### src/rtl/alarm_pkg.sv
// ---------------------------------------------------------------------------
// alarm_pkg : shared state type, default timing constants, timer sizing
// Rev 1.0
// ---------------------------------------------------------------------------
`default_nettype none

package alarm_pkg;

  typedef enum logic [1:0] {
    ST_IDLE    = 2'd0,
    ST_RINGING = 2'd1,
    ST_SNOOZE  = 2'd2
  } state_t;

  localparam int DEF_SNOOZE_SEC       = 300;
  localparam int DEF_RING_TIMEOUT_SEC = 60;
  localparam int DEF_MAX_SNOOZES      = 3;
  localparam int DEF_TONE_DIV         = 4;

  function automatic int timer_width(input int a, input int b);
    int m;
    m = (a > b) ? a : b;
    return $clog2(m + 1);
  endfunction

endpackage

`default_nettype wire

### src/rtl/alarm_tone_gen.sv
// ---------------------------------------------------------------------------
// alarm_tone_gen : enable-gated square-wave divider, restarts low on enable rise
// Rev 1.0
// ---------------------------------------------------------------------------
`default_nettype none

module alarm_tone_gen #(
  parameter int TONE_DIV = 4
) (
  input  logic clk,
  input  logic rst,
  input  logic i_en,
  output logic o_buzzer
);

  localparam int CW = (TONE_DIV > 1) ? $clog2(TONE_DIV) : 1;

  logic [CW-1:0] r_cnt;
  logic          r_en_d;
  logic          r_buzzer;

  // The enabling edge itself does not count toward the first half-period.
  always_ff @(posedge clk or posedge rst) begin
    if (rst) begin
      r_cnt    <= '0;
      r_en_d   <= 1'b0;
      r_buzzer <= 1'b0;
    end else begin
      r_en_d <= i_en;
      if (!(i_en && r_en_d)) begin
        r_cnt    <= '0;
        r_buzzer <= 1'b0;
      end else if (r_cnt == CW'(TONE_DIV - 1)) begin
        r_cnt    <= '0;
        r_buzzer <= ~r_buzzer;
      end else begin
        r_cnt <= r_cnt + 1'b1;
      end
    end
  end

  assign o_buzzer = r_buzzer;

endmodule

`default_nettype wire

### src/rtl/alarm_ring_ctrl.sv
// ---------------------------------------------------------------------------
// alarm_ring_ctrl : ringing/snooze controller driving buzzer, flags and LED
// Rev 1.0   Optional macro: ALARM_LED_BLINK_EN (LED blinks per second while active)
// ---------------------------------------------------------------------------
`default_nettype none

module alarm_ring_ctrl
  import alarm_pkg::*;
#(
  parameter int SNOOZE_SEC       = DEF_SNOOZE_SEC,
  parameter int RING_TIMEOUT_SEC = DEF_RING_TIMEOUT_SEC,
  parameter int MAX_SNOOZES      = DEF_MAX_SNOOZES,
  parameter int TONE_DIV         = DEF_TONE_DIV
) (
  input  logic clk,
  input  logic rst,
  input  logic i_tick_1hz,
  input  logic i_alarm_match,
  input  logic i_alarm_en,
  input  logic i_snooze_btn,
  input  logic i_stop_btn,
  output logic o_buzzer,
  output logic o_ringing,
  output logic o_snoozing,
  output logic o_missed,
  output logic o_led
);

  localparam int TW   = timer_width(SNOOZE_SEC, RING_TIMEOUT_SEC);
  localparam int CNTW = (MAX_SNOOZES > 0) ? $clog2(MAX_SNOOZES + 1) : 1;

  state_t            r_state;
  state_t            w_next_state;
  logic [TW-1:0]     r_timer;
  logic [TW-1:0]     w_next_timer;
  logic [CNTW-1:0]   r_snz_cnt;
  logic [CNTW-1:0]   w_next_cnt;
  logic              r_missed;
  logic              w_next_missed;
  logic              r_snooze_d;
  logic              r_stop_d;
  logic              w_snooze_edge;
  logic              w_stop_edge;

  assign w_snooze_edge = i_snooze_btn & ~r_snooze_d;
  assign w_stop_edge   = i_stop_btn & ~r_stop_d;

  always_ff @(posedge clk or posedge rst) begin
    if (rst) begin
      r_state    <= ST_IDLE;
      r_timer    <= '0;
      r_snz_cnt  <= '0;
      r_missed   <= 1'b0;
      r_snooze_d <= 1'b0;
      r_stop_d   <= 1'b0;
    end else begin
      r_state    <= w_next_state;
      r_timer    <= w_next_timer;
      r_snz_cnt  <= w_next_cnt;
      r_missed   <= w_next_missed;
      r_snooze_d <= i_snooze_btn;
      r_stop_d   <= i_stop_btn;
    end
  end

  // A single timer serves both states: it is zeroed on every state entry.
  always_comb begin
    w_next_state  = r_state;
    w_next_timer  = r_timer;
    w_next_cnt    = r_snz_cnt;
    w_next_missed = r_missed;
    case (r_state)
      ST_IDLE: begin
        if (w_stop_edge) begin
          w_next_missed = 1'b0;
        end else if (i_alarm_match && i_alarm_en) begin
          w_next_state  = ST_RINGING;
          w_next_timer  = '0;
          w_next_cnt    = '0;
          w_next_missed = 1'b0;
        end
      end
      ST_RINGING: begin
        if (!i_alarm_en || w_stop_edge) begin
          w_next_state = ST_IDLE;
          w_next_timer = '0;
        end else if (w_snooze_edge && (r_snz_cnt < CNTW'(MAX_SNOOZES))) begin
          w_next_state = ST_SNOOZE;
          w_next_timer = '0;
          w_next_cnt   = r_snz_cnt + 1'b1;
        end else if (i_tick_1hz) begin
          if (r_timer == TW'(RING_TIMEOUT_SEC - 1)) begin
            w_next_state  = ST_IDLE;
            w_next_timer  = '0;
            w_next_missed = 1'b1;
          end else begin
            w_next_timer = r_timer + 1'b1;
          end
        end
      end
      ST_SNOOZE: begin
        if (!i_alarm_en || w_stop_edge) begin
          w_next_state = ST_IDLE;
          w_next_timer = '0;
        end else if (i_tick_1hz) begin
          if (r_timer == TW'(SNOOZE_SEC - 1)) begin
            w_next_state = ST_RINGING;
            w_next_timer = '0;
          end else begin
            w_next_timer = r_timer + 1'b1;
          end
        end
      end
      default: begin
        w_next_state = ST_IDLE;
        w_next_timer = '0;
      end
    endcase
  end

  // Driven from next state so the buzzer drops on the same edge the state leaves RINGING.
  alarm_tone_gen #(
    .TONE_DIV (TONE_DIV)
  ) u_tone (
    .clk      (clk),
    .rst      (rst),
    .i_en     (w_next_state == ST_RINGING),
    .o_buzzer (o_buzzer)
  );

  assign o_ringing  = (r_state == ST_RINGING);
  assign o_snoozing = (r_state == ST_SNOOZE);
  assign o_missed   = r_missed;

`ifdef ALARM_LED_BLINK_EN
  logic r_led;

  always_ff @(posedge clk or posedge rst) begin
    if (rst) begin
      r_led <= 1'b0;
    end else if (w_next_state == ST_IDLE) begin
      r_led <= 1'b0;
    end else if ((r_state != ST_IDLE) && i_tick_1hz) begin
      r_led <= ~r_led;
    end
  end

  assign o_led = r_led;
`else
  assign o_led = o_ringing | r_missed;
`endif

endmodule

`default_nettype wire

### config.mk
export PLATFORM = sky130hd
export DESIGN_NAME = alarm_ring_ctrl
export DESIGN_NICKNAME = d
export VERILOG_FILES = /design/src/rtl/alarm_pkg.sv /design/src/rtl/alarm_tone_gen.sv /design/src/rtl/alarm_ring_ctrl.sv
export SDC_FILE = /design/constraint.sdc
export NUM_CORES = 1
export LEC_CHECK = 0
export BUFFER_PORTS_ARGS = -buffer_cell sky130_fd_sc_hd__buf_2
export CORE_MARGIN = 3
export CORE_UTILIZATION = 51
export DETAILED_ROUTE_END_ITERATION = 7
export GPL_TIMING_DRIVEN = 0
export HOLD_SLACK_MARGIN = 0.02
export PLACE_DENSITY = 0.81
export SYNTH_ARGS = -nofsm -noshare
export SYNTH_HDL_FRONTEND = slang
export SYNTH_SLANG_ARGS = --single-unit
### constraint.sdc
create_clock -name clk -period 2.32 [get_ports clk]
set_clock_uncertainty 0.15 [all_clocks]
set_input_delay 0.58 -clock clk [delete_from_list [all_inputs] [get_ports clk]]
set_output_delay 0.58 -clock clk [all_outputs]
set_load 0.005 [all_outputs]
==> results.cfg <==
[drt]
vias_per_cell = 6.19
dr.pass1.iters = 4
drc = 0
final_antenna_net_count = 0
vias = 1052
drt-initial-drc-count = 37
totalWireLength_um = 2470
wl_per_cell_um = 14.5

[floorplanning]
fp-row-count = 16
die_area_um2 = 2960
die_w_um = 54.4
die_height_um = 54.4
core-area_um2 = 2080
pin_count = 12
start_util_pct = 57.3

[logic_synthesis]
synthXorXnorAreaFrac_pct = 0.734
ys_ff_latch = 20
muxShareOfSynthArea_pct = 1.78
synthMostInstantiatedCell = dfrtp_1
yosysSeqAreaShare_pct = 41.9
syn_inst = 126
synth_area_leaders = dfrtp_1 (42%), ha_1 (7.3%), nand2_1 (4.7%), a22oi_1 (3.8%), o21ai_0 (3.4%)
syn-num-nets = 140
synth_commonest_cells = dfrtp_1 (20), nand2_1 (15), o21ai_0 (8), ha_1 (7), nand3_1 (7)
yosysTopAreaCellShare_pct = 41.9
syn_avg_cell_area_um2 = 9.47
yosys_warnings = 0
syn_area_um2 = 1190
synth_largest_area_cell = dfrtp_1
synth-simple-area-share_pct = 26.3
ys_types = 35
synth-edff-count = 0
ys.flop_type = dfrtp_1
async_reset_ff_share_pct = 100
synthAdderAreaFrac_pct = 7.34
synth_top_family_by_area = simple AND/OR/NAND/NOR gates
synth_compound_gate_area_share_pct = 19.7

[setup_path]
end_kind = flop
worst_r2r_path_depth = 6
crit_buf_inv = 0
r2r-start = r_timer[1]
slowest_stage = or4_4
cp_num_cells = 6
timing.critical_path.max_delay_family = simple AND/OR/NAND/NOR gates
startpoint = r_timer[1]
path_max_fanout = 5
crit_chain = ha_2, nand4bb_4, or4_4, a41o_1, a22o_1, and2_2
cp-start-kind = flop
cp.arrival_ns = 2.34
criticalPathCategory = flop to flop
max_stage_delay_ns = 0.50
worstPathRequired_ns = 2.38

[run]
drv_cap = 0

[timing]
hold_viol = 0
finalCritPeriodShare_pct = 98.3
maxSlewViolCount = 0
period_needed_ns = 2.28
worst_pin_slew_ns = 0.753
rsz0062_at_grt = false
relSlewSlack_pct = 49.7
timing.fmax_ghz = 0.438
holdWs_ns = 0.236
setup_violations = 0

[grt]
antenna_found_initial = 0
grt_pass1_wl_um = 4100
grt_start_max_net_pins = 21
grt_pass1_vias = 920
overflow = 0
grt_usage_pct = 19.5

[layout]
n_antenna_cell = 0
drive_gt1_share_pct = 25.2
syn2layout_area_growth_pct = 16.2
nNetsFinal = 158

[clock_network]
cts_buffers = 3
htreeDepth = 1
clock-root-buffer = clkbuf_4
cts_tree = yes
path_clk_slew_ns = 0.11
clk_path_buf_depth = 2
cts.sinks = 20
insertion_delay_ns = 0.30

[worst_hold_path]
hold_class = input port to asynchronous set/reset pin

[power]
p_total_mw = 1.02
ir_worst_vdd_v = 0.000522
p_leak_nw = 0.621
powerDensity_nw_per_um2 = 736

[placed_design]
portBuffers = 11
hpwl_um = 1790
gp_congestion = 0.937

[run_status]
status = finished, final reports clean
-- metal layers --
metal	track usage, %	part of all wire, %	up-vias
met5	0	0	-
met4	7.47	1.3	0
met3	6.27	6.9	5
met2	29.9	47	37
met1	25.5	45	496
li1	-	-	514
-- logic make-up after synthesis --
group | Yosys count
compound gates | 34
xor+xnor | 1
fa+ha+maj | 7
buf+inv | 7
flops | 20
mux | 2
simple gates | 55
-- repair_timing --
item	CTS	global route
resized for setup	6	5
pin swaps	1	0
hold buffers	0	0
buffers inserted	2	2
endpoints found under the setup margin	16	11
-- path summary, 6_finish.rpt --
check	slack (ns)	to
max	0.04	r_state[1]
min	0.24	r_timer[2]
max reg2reg	0.04	r_state[1]
min reg2reg	0.39	u_tone.r_cnt[1]
max in group asynchronous	1.31	r_timer[7]
min in group clk	0.24	r_snooze_d
-- area by class of cell --
type,count,area (um^2)
well taps,27,33.8
multi-input cells,99,713
repair buffers,15,85.1
inverters,5,18.8
fillers,175,694
flip-flops and latches,20,500
clock buffers,4,36.3
-- cells in the final DEF (no fill, tap or decap), types with 2 or more instances in the layout --
| master | count |
|---|---|
| a22o_1 | 4 |
| a21oi_1 | 2 |
| nor2_1 | 4 |
| inv_1 | 5 |
| nand2_1 | 15 |
| clkbuf_4 | 3 |
| nand2b_1 | 3 |
| nor3_1 | 4 |
| o21ai_0 | 8 |
| nand3_1 | 7 |
| o31ai_1 | 2 |
| ha_2 | 2 |
| a211oi_1 | 2 |
| dfrtp_1 | 20 |
| o31ai_2 | 3 |
| nor4_1 | 4 |
| buf_4 | 4 |
| a22oi_1 | 6 |
| ha_1 | 5 |
| or2_2 | 3 |
| buf_2 | 11 |
| and3_1 | 6 |
| nand4_1 | 2 |
-- worst reg2reg max path, cell delays in order, from the launching register on --
cell and delay, ns:
dfrtp_1 0.40, ha_2 0.25, nand4bb_4 0.14, or4_4 0.50, a41o_1 0.26, a22o_1 0.28, and2_2 0.21
-- registers in the layout (all words and copies together), names as in the netlist --
register / count
r_snooze_d: 1
u_tone.r_en_d: 1
u_tone.o_buzzer: 1
r_snz_cnt: 2
r_stop_d: 1
r_state: 2
r_timer: 9
o_missed: 1
u_tone.r_cnt: 2
-- power by group --
part           internal (mW)  switching [mW]
Sequential             0.387          0.0283
Clock                 0.0959           0.105
Combinational          0.163           0.242
Total                  0.646           0.375
-- metrics by stage --
stage                     util, %  cells  instance area (um^2)  setup slack (ns)  setup TNS (ns)
after global routing         66.6    170                  1390           0.00468               0
after global placement       61.6    164                  1280            -0.434           -3.48
after CTS                    65.1    169                  1360          0.000471               0
after detailed placement     61.6    164                  1280            -0.448           -3.78
after floorplan                 -    126                  1190             0.108               0
final                        66.6    170                  1390            0.0394               0
Note: power is estimated with default switching activity, not from simulation.
